**src/rtl/dly_pkg.sv**
```systemverilog
// rtl/dly_pkg.sv - shared timing constants and sizing helpers for the delay bank
package dly_pkg;

  localparam int TICK_NS = 20;

  function automatic int clog2(input int v);
    int r;
    int x;
    r = 0;
    x = v - 1;
    while (x > 0) begin
      r = r + 1;
      x = x >> 1;
    end
    return r;
  endfunction

  // Floor to whole ticks, but never below one tick so a short delay still fires.
  function automatic int ns_to_ticks(input int ns);
    int t;
    t = ns / TICK_NS;
    return (t < 1) ? 1 : t;
  endfunction

endpackage

```
**src/rtl/dly_bank_if.sv**
```systemverilog
// rtl/dly_bank_if.sv - trigger/control inputs and pulse/busy outputs of the delay bank
interface dly_bank_if #(
  parameter int NCH = 4,
  parameter int W   = 8
);
  logic [NCH-1:0]   in;
  logic [NCH-1:0]   clr;
  logic [NCH-1:0]   rep;
  logic [NCH*W-1:0] dly;
  logic [NCH-1:0]   p;
  logic [NCH-1:0]   l;
  logic             any;

  modport master (output in, clr, rep, dly, input p, l, any);
  modport slave  (input in, clr, rep, dly, output p, l, any);
endinterface

```
**src/rtl/dly_chan.sv**
```systemverilog
// rtl/dly_chan.sv - one delay channel: counter, latched target, repeat flag, busy level
module dly_chan
  import dly_pkg::*;
#(
  parameter int W      = 8,
  parameter int RETRIG = 1
) (
  input  logic         clk,
  input  logic         reset,
  input  logic         in,
  input  logic         clr,
  input  logic         rep,
  input  logic [W-1:0] dly,
  output logic         p,
  output logic         l
);

  logic [W-1:0] r;
  logic [W-1:0] t;
  logic         m;
  logic         accept;

  assign p      = l & (r == t) & ~clr;
  // The expiry cycle always re-arms, so RETRIG=0 only blocks mid-count triggers.
  assign accept = in & ~clr & (~l | p | (RETRIG != 0));

  always_ff @(posedge clk or posedge reset) begin
    if (reset) begin
      r <= '0;
      t <= '0;
      m <= 1'b0;
      l <= 1'b0;
    end else if (clr) begin
      r <= '0;
      m <= 1'b0;
      l <= 1'b0;
    end else if (accept) begin
      r <= W'(1);
      t <= (dly == '0) ? W'(1) : dly;
      m <= rep;
      l <= 1'b1;
    end else if (p) begin
      if (m) begin
        r <= W'(1);
      end else begin
        r <= '0;
        l <= 1'b0;
      end
    end else if (l) begin
      r <= r + W'(1);
    end
  end

endmodule

```
**src/rtl/dly_bank.sv**
```systemverilog
// rtl/dly_bank.sv - NCH independent runtime-programmable delay channels
module dly_bank
  import dly_pkg::*;
#(
  parameter int NCH    = 4,
  parameter int W      = 8,
  parameter int RETRIG = 1
) (
  input logic     clk,
  input logic     reset,
  dly_bank_if.slave bus
);

  for (genvar i = 0; i < NCH; i++) begin : g_chan
    dly_chan #(
      .W      (W),
      .RETRIG (RETRIG)
    ) u_chan (
      .clk   (clk),
      .reset (reset),
      .in    (bus.in[i]),
      .clr   (bus.clr[i]),
      .rep   (bus.rep[i]),
      .dly   (bus.dly[i*W +: W]),
      .p     (bus.p[i]),
      .l     (bus.l[i])
    );
  end

  assign bus.any = |bus.l;

endmodule

```
**src/flat_wrapper.sv**
```systemverilog
// flat-port wrapper written by rule: the top's interface ports become plain ports
module dly_bank_flat import dly_pkg::*;
#(
  parameter int NCH    = 4,
  parameter int W      = 8,
  parameter int RETRIG = 1
)
  (clk, reset, bus_in, bus_clr, bus_rep, bus_dly, bus_p, bus_l, bus_any);
  dly_bank_if #(.NCH(NCH), .W(W)) bus_i ();
  input logic clk;
  input logic reset;
  input wire logic [$bits(bus_i.in)-1:0] bus_in;
  input wire logic [$bits(bus_i.clr)-1:0] bus_clr;
  input wire logic [$bits(bus_i.rep)-1:0] bus_rep;
  input wire logic [$bits(bus_i.dly)-1:0] bus_dly;
  output wire logic [$bits(bus_i.p)-1:0] bus_p;
  output wire logic [$bits(bus_i.l)-1:0] bus_l;
  output wire logic [$bits(bus_i.any)-1:0] bus_any;
  assign bus_i.in = bus_in;
  assign bus_i.clr = bus_clr;
  assign bus_i.rep = bus_rep;
  assign bus_i.dly = bus_dly;
  assign bus_p = bus_i.p;
  assign bus_l = bus_i.l;
  assign bus_any = bus_i.any;
  dly_bank #(.NCH(NCH), .W(W), .RETRIG(RETRIG)) u_core (.clk(clk), .reset(reset), .bus(bus_i));
endmodule
```
**config.mk**
```make
export PLATFORM = sky130hd
export DESIGN_NAME = dly_bank_flat
export DESIGN_NICKNAME = d
export VERILOG_FILES = /design/src/rtl/dly_pkg.sv /design/src/rtl/dly_bank_if.sv /design/src/rtl/dly_chan.sv /design/src/rtl/dly_bank.sv /design/src/flat_wrapper.sv
export SDC_FILE = /design/constraint.sdc
export NUM_CORES = 1
export LEC_CHECK = 0
export CORE_MARGIN = 4
export CORE_UTILIZATION = 35
export DETAILED_ROUTE_END_ITERATION = 16
export DONT_BUFFER_PORTS = 1
export GPL_TIMING_DRIVEN = 0
export SETUP_SLACK_MARGIN = 0.1
export SLEW_MARGIN = 40
export SYNTH_ARGS = -nofsm -noshare
export SYNTH_HDL_FRONTEND = slang
export SYNTH_SLANG_ARGS = --single-unit
```
**constraint.sdc**
```tcl
create_clock -name clk -period 2.1 [get_ports clk]
set_clock_uncertainty 0.05 [all_clocks]
set_input_delay 0.315 -clock clk [delete_from_list [all_inputs] [get_ports clk]]
set_output_delay 0.315 -clock clk [all_outputs]
set_load 0.05 [all_outputs]
```
Word level (Yosys, flattened, before mapping)
Index checks and enable logic that the tools add are counted.

Logic and storage cells: 117. Flip-flop bits (word level): 72.

Reduce and logical (&&, ||, !) cells: 25. Multiplexer cells: 48. Bitwise gates (word level): 16. Add/subtract/negate cells: 4. Equal/unequal tests: 8.

Operators by type and width (number): 8-bit two-way mux (20); 8-bit by 1-bit adder with 8-bit output, second input constant (4); 8-bit equality test (4); 8-bit logical NOT (4); 1-bit two-way mux (28); 2-bit AND reduction (8); 4-bit nonzero test (4); 1-bit AND (12); 3-bit by 2-bit != test with 1-bit output, second input constant (4); 3-bit nonzero test (4); 2-bit nonzero test (4); 1-bit inverter (4); 4-bit OR reduction (1).

Depth between registers and ports, before layout
Gate-level depths: netlist of run 1.

Depth in word-level cells: 6. Gate-level depth with buffers: 6. Depth with buffers taken out: 5.

Modules after synthesis
Synthesis of run 1 repeated with hierarchy kept, for this count alone.

Cells, all modules: 353. Area total of the unflattened synthesis: 3723.6 sq um.

By module, submodules not included: dly_chan at u_core.g_chan[1].u_chan ... (instances 2, cells an instance 88, area each 928.4 sq um); dly_chan at u_core.g_chan[0].u_chan (instances 1, cells an instance 91, area each 939.7 sq um); dly_chan at u_core.g_chan[3].u_chan (instances 1, cells an instance 85, area each 919.6 sq um); dly_bank (instances 1, cells an instance 1, area each 7.5 sq um).

Worst setup path before layout of run 1
No wires, ideal clock.

Kind: register -> output. Start point: reg u_core.g_chan[2].u_chan.r[2]. End point: out bus_p[2]. Path buffers: 1. Stages on the path, launching flop included: 6. Setup slack: 0.344 ns. Arrival time: 1.391 ns. Required time: 1.735 ns. Cells stage by stage: dfrtp_1 -> xnor2_1 -> nand4_1 -> or3_1 -> nor2_1 -> buf_4.

Word-level cells in the longest chain between the ends: 3.

RTL lines: start: declaration (RTL line dly_chan.sv:18) `logic [W-1:0] r;`; start signal: assignment (RTL line dly_chan.sv:50) `r <= r + W'(1);`; 8-bit equality test (RTL line dly_chan.sv:23) `assign p = l & (r == t) & ~clr;`; 1-bit AND (2 in a row) (RTL line dly_chan.sv:23); end: declaration (RTL line flat_wrapper.sv:16) `output wire logic [$bits(bus_i.p)-1:0] bus_p;`.

No other way between the ends.

Final worst setup path of run 1
Start point: reg u_core.g_chan[1].u_chan.r[0]. End point: out bus_p[1].

Word-level cells in the longest chain between the ends: 3.

RTL lines (RTL line): start: declaration (dly_chan.sv:18); start signal: assignment (dly_chan.sv:50); 8-bit equality test (dly_chan.sv:23); 1-bit AND (2 in a row) (dly_chan.sv:23).

No other way between the ends.

==> results of run 1 <==
path summary, 6_finish.rpt:
path / from / end / slack (ns) / cells past startpoint
min in group asynchronous: reset / u_core.g_chan[1].u_chan.r[0] / 0.37 / 2
worst max register to register: u_core.g_chan[1].u_chan.r[3] / u_core.g_chan[1].u_chan.r[0] / 0.03 / 11
worst min register to register: u_core.g_chan[0].u_chan.t[1] / u_core.g_chan[0].u_chan.t[1] / 0.48 / 1
max in group asynchronous: reset / u_core.g_chan[2].u_chan.r[1] / 1.03 / 4
worst max-delay path: u_core.g_chan[1].u_chan.r[0] / bus_p[1] / -0.03 / 5
worst min-delay path: bus_dly[13] / u_core.g_chan[1].u_chan.t[5] / 0.07 / 1
through the flow:
stage	std cells	worst slack, ns	TNS [ns]	utilization (%)	total power, uW
after global routing	528	-0.111	-0.420	43.1	3210
after global placement	477	0.179	0	37.5	2000
after floorplan	341	0.344	0	-	1930
after detailed placement	480	0.170	0	38.0	2020
final	528	-0.0316	-0.0438	43.1	3050
after CTS	523	-0.0323	-0.0973	42.5	3090
metal layers:
metal | up-vias | wire length (um) | track usage [%] | share of wire (%)
met1 | 1305 | 3490 | 17.1 | 45
met5 | - | 0 | 0 | 0
li1 | 1285 | - | - | -
met4 | 0 | 114 | 4.76 | 1.5
met3 | 11 | 375 | 4.31 | 4.8
met2 | 56 | 3760 | 21.4 | 49
placed cells by master, fill, tap and decap left out, drive strengths merged, types with 2 or more instances in the layout:
| cell | instances |
|---|---|
| nand2 | 12 |
| clkbuf | 16 |
| nor3 | 9 |
| nand4 | 14 |
| xnor2 | 30 |
| o21ai | 4 |
| inv | 8 |
| a211o | 2 |
| and3 | 8 |
| o31ai | 2 |
| dfrtp | 72 |
| nand3 | 6 |
| mux2 | 28 |
| mux2i | 6 |
| buf | 43 |
| or3 | 5 |
| nor2b | 3 |
| o2111ai | 2 |
| or2b | 2 |
| and4 | 2 |
| nor2 | 41 |
| nand2b | 3 |
| xor2 | 25 |
| a21oi | 17 |
| ha | 4 |
| nor4 | 7 |
| a31oi | 2 |
| dlygate4sd3 | 6 |
final cells by class:
class	count	area [um2]
inverters	9	37.5
multi-input cells	246	1830
well taps	136	170
plain buffers	14	109
clock buffers	14	173
repair buffers	37	325
flip-flops and latches	72	1810
fillers	970	5880
cell families (layout without fill, tap and decap cells):
family | Yosys count | count (layout) | synth area share, %
AND/OR/NAND/NOR | 118 | 118 | 17.3
buffers and inverters | 23 | 74 | 3.35
flip-flops | 72 | 72 | 48.7
adder cells (fa/ha/maj) | 4 | 4 | 1.35
XOR/XNOR | 55 | 55 | 13.0
multiplexers | 34 | 34 | 10.1
AO/OA/AOI/OAI | 35 | 35 | 6.09
registers in the layout, summed over array words and instances (netlist names):
register and flops:
u_core.g_chan.u_chan.r 32, u_core.g_chan.u_chan.t 32, u_core.g_chan.u_chan.l 4, u_core.g_chan.u_chan.m 4
power by group:
part / switching (uW) / internal [uW]
clock network: 482 / 515
registers: 91.4 / 1500
logic: 227 / 235
repair_timing:
action                     CTS  global route
setup buffers               23             5
hold buffers                 6             0
resized for setup           16             4
cloned                       0             0
setup endpoints to repair    5             5
hold endpoints to repair    22             0
pin swaps                   11            11
==> metrics.csv, run 1 <==
metric,value,unit
worst_slew_pin_slew,0.737,ns
async_flop_share,100,%
vdd_drop_max,0.000417,V
cap_violations,0,
power.density,685,nW/um2
cts_buffer_depth,2,
clock-sinks,72,
die_x,111,um
grt_pass1_wl,13.6,mm
area_growth_syn_to_layout,20.3,%
ctsRootBufferMaster,clkbuf_8,
holdWs,0.0659,ns
finalSetupViolCount,2,
grt_setup_unrepaired,true,
syn_area,3700,um2
path_clk_slew,0.08,ns
first_pass_iters,6,
htree_levels,3,
post-route-drc-count,0,
dieArea,12300,um2
cp-end-kind,primary output,
yosys.area.top_type,dfrtp_1,
drive_above_1_share,27.3,%
ys_seq_area_share,48.7,%
synth_top_cells_by_area,"dfrtp_1 49%, mux2_2 8.5%, xnor2_1 7.1%, xor2_1 5.9%, nor2_1 4.0%",
place.gp.congestion,0.767,
dr.first_iter.drc_count,72,
fin_ws,-0.0316,ns
slew_headroom,50.7,%
max_stage_delay,0.45,ns
crit_slowest_cell,dfrtp_1,
io_pins,55,
path_cells,xnor2_1 -> nand2_1 -> or3_4 -> nor2_4 -> buf_6,
critPathKind,reg -> out,
clkLatencyLatePin,0.35,ns
status,"finished, violations left",
portBuffers,0,
final_area,4450,um2
syn-num-nets,391,
dp_hpwl,5.36,mm
die_y,111,um
cp_top_family,simple AND/OR/NAND/NOR gates,
slew_violations,0,
viasPerCell,5.03,
grt_usage,13.4,%
syn_area_per_cell,10.8,um2
critical_path_arrival,1.77,ns
synth_edf_count,0,
critical_path_buf_inv_count,1,
synth_cells,341,
synth_common_cells,"72 x dfrtp_1, 39 x nor2_1, 30 x xnor2_1",
wirelength,7.74,mm
rows,37,
required,1.74,ns
finalNetCount,439,
cts_buffers,9,
yosysMostFrequentCell,dfrtp_1,
max_clock_freq,0.469,GHz
antenna_found_initial,0,
antenna_cells,0,
synth_top_cell_area_share,48.7,%
initial_core_util,35.8,%
synth_warnings,0,
cts_tree,yes,
worstSetupStartpointType,register,
fin_crit,2.13,ns
core,10300,um2
overflow,0,
synth_cell_type_count,48,
path_max_fanout,5,
violations,negative setup slack,
post-route-period-util,102,%
grt_pass1_vias,2847,
vias,2657,
synth_ff_type,dfrtp_1,
final-hold-violation-count,0,
grt_max_degree,25,
synth_seq_cells,72,
ant_nets,0,
hold_path_class,in -> reg,
dpl_cell_area,3930,um2
p_leak,0.00186,uW
wl_per_cell,14.7,um
No activity file was read; power rests on OpenSTA's default activity.
==> inputs of run 2 (changes only) <==
CTS_CLUSTER_SIZE = 24   (was unset)
==> results of run 2 <==
The final DEF is identical to that of run 1; final timing and power are the same.
==> inputs of run 3 (changes only) <==
RECOVER_POWER = 50   (was unset)
==> metrics.csv, run 3 (synthesized netlist as in run 1, its figures left out) <==
metric,value,unit,change
status,"finished, violations left",,
violations,negative setup slack,,
worst_slew_pin_slew,0.762,ns,+0.0245 ns
top_regs,"u_core.g_chan.u_chan.r: 32 flops, u_core.g_chan.u_chan.t: 32 flops",,
vdd_drop_max,0.000417,V,about the same
grt_max_degree,25,,unchanged
first_pass_iters,6,,unchanged
max_stage_delay,0.45,ns,about the same
io_pins,55,,unchanged
path_max_fanout,5,,unchanged
grt_usage,13.4,%,unchanged
rows,37,,unchanged
path_cells,xnor2_1 -> nand2_1 -> or3_4 -> nor2_4 -> buf_6,,
grt-busiest-layer,met2,,
power.density,689,nW/um2,+0.51%
worstSetupStartpointType,register,,
cts_tree,yes,,
crit_slowest_cell,dfrtp_1,,
overflow,0,,unchanged
dp_hpwl,5.36,mm,unchanged
finalSetupViolCount,2,,unchanged
post-route-drc-count,0,,unchanged
viasPerCell,5.04,,+0.15%
grt_pass1_wl,13.6,mm,unchanged
portBuffers,0,,unchanged
fin_crit,2.13,ns,-0.00291 ns
post-route-util,42.8,%,-0.33 points
finalNetCount,439,,unchanged
htree_levels,3,,unchanged
cap_violations,0,,unchanged
dieArea,12300,um2,unchanged
slew_violations,0,,unchanged
place.gp.congestion,0.767,,unchanged
area_growth_syn_to_layout,19.4,%,
met1_usage,17.1,%,unchanged
fin_ws,-0.0286,ns,+0.00291 ns
place_ws,0.170,ns,unchanged
critPathKind,reg -> out,,
final_area,4410,um2,-0.76%
drive_above_1_share,26.5,%,-0.77 points
p_leak,0.00185,uW,-0.62%
use_met3,4.31,%,unchanged
clkLatencyLatePin,0.34,ns,about the same
dr.first_iter.drc_count,46,,-36%
critical_path_arrival,1.76,ns,about the same
layout_commonest_cell,dfrtp_1,,
slew_headroom,49.2,%,-1.4 points
ant_nets,0,,unchanged
core,10300,um2,unchanged
cts_buffer_depth,2,,unchanged
path_clk_slew,0.08,ns,about the same
post-route-period-util,101,%,-0.14 points
max_clock_freq,0.470,GHz,+0.14%
grt_pass1_vias,2847,,unchanged
grtUsageMet2,21.4,%,unchanged
layout_common_cells,"68 x dfrtp_1, 39 x nor2_1, 33 x buf_4",,
required,1.74,ns,about the same
antenna_cells,0,,unchanged
final-hold-violation-count,0,,unchanged
die_y,111,um,unchanged
die_x,111,um,unchanged
clock-sinks,72,,unchanged
antenna_found_initial,0,,unchanged
ctsRootBufferMaster,clkbuf_8,,
cp-end-kind,primary output,,
vias,2661,,+0.15%
wl_per_cell,14.7,um,about the same
initial_core_util,35.8,%,unchanged
hold_path_class,in -> reg,,
dpl_cell_area,3930,um2,unchanged
cts_buffers,9,,unchanged
grt_setup_unrepaired,true,,
wirelength,7.75,mm,about the same
[run 3: metal layers]
| layer | wire length, um | up-vias |
|---|---|---|
| met5 | 0 | - |
| met4 | 114 | 0 |
| met3 | 389 | 11 |
| met2 | 3740 | 61 |
| met1 | 3510 | 1305 |
| li1 | - | 1284 |
[run 3: final cells by class]
class	instances	area [um2]
Fill cell	974	5910
Sequential cell	72	1810
Clock buffer	14	173
Inverter	9	35.0
Buffer	14	109
Multi-Input combinational cell	246	1820
Tap cell	136	170
Timing Repair Buffer	37	299
[run 3: timing repair]
action                                  4_1_cts  5_1_grt
endpoints found under the setup margin        5        5
hold buffers                                  6        0
resized for setup                            16        4
buffers inserted                             23        5
pin swaps                                    11       11
endpoints found under the hold margin        22        0
[run 3: worst paths after layout]
path,to,depth (start not counted),slack [ns],startpoint
max in group asynchronous,u_core.g_chan[2].u_chan.r[1],4,0.44,reset
max,bus_p[1],5,-0.03,u_core.g_chan[1].u_chan.r[0]
min reg2reg,u_core.g_chan[0].u_chan.t[1],1,0.48,u_core.g_chan[0].u_chan.t[1]
min in group asynchronous,u_core.g_chan[1].u_chan.r[0],2,0.40,reset
max reg2reg,u_core.g_chan[1].u_chan.r[0],11,0.03,u_core.g_chan[1].u_chan.r[3]
min,u_core.g_chan[1].u_chan.t[5],1,0.07,bus_dly[13]
[run 3: report_power, final]
| group | total, uW | leakage (uW) | internal, uW | switching [uW] |
|---|---|---|---|---|
| Sequential | 1590 | 0.000909 | 1500 | 91.2 |
| Clock | 997 | 0.0000886 | 515 | 482 |
| Combinational | 455 | 0.000847 | 229 | 226 |
[run 3: critical path, delay by kind of cell, from the launching register on]
family        cells  cell delay (ns)
simple gates      3             0.63
flops             1             0.45
xor+xnor          1             0.19
buf+inv           1             0.16
[run 3: metrics by stage]
step	power, uW	TNS (ns)	hold WS (ns)	cells
6_report	3040	-0.0437	0.0665	528
3_5_place_dp	2020	0	0.132	480
3_3_place_gp	2000	0	0.329	477
4_1_cts	3090	-0.0973	0.0453	523
2_1_floorplan	1930	0	0.328	341
5_1_grt	3200	-0.420	0.0437	528
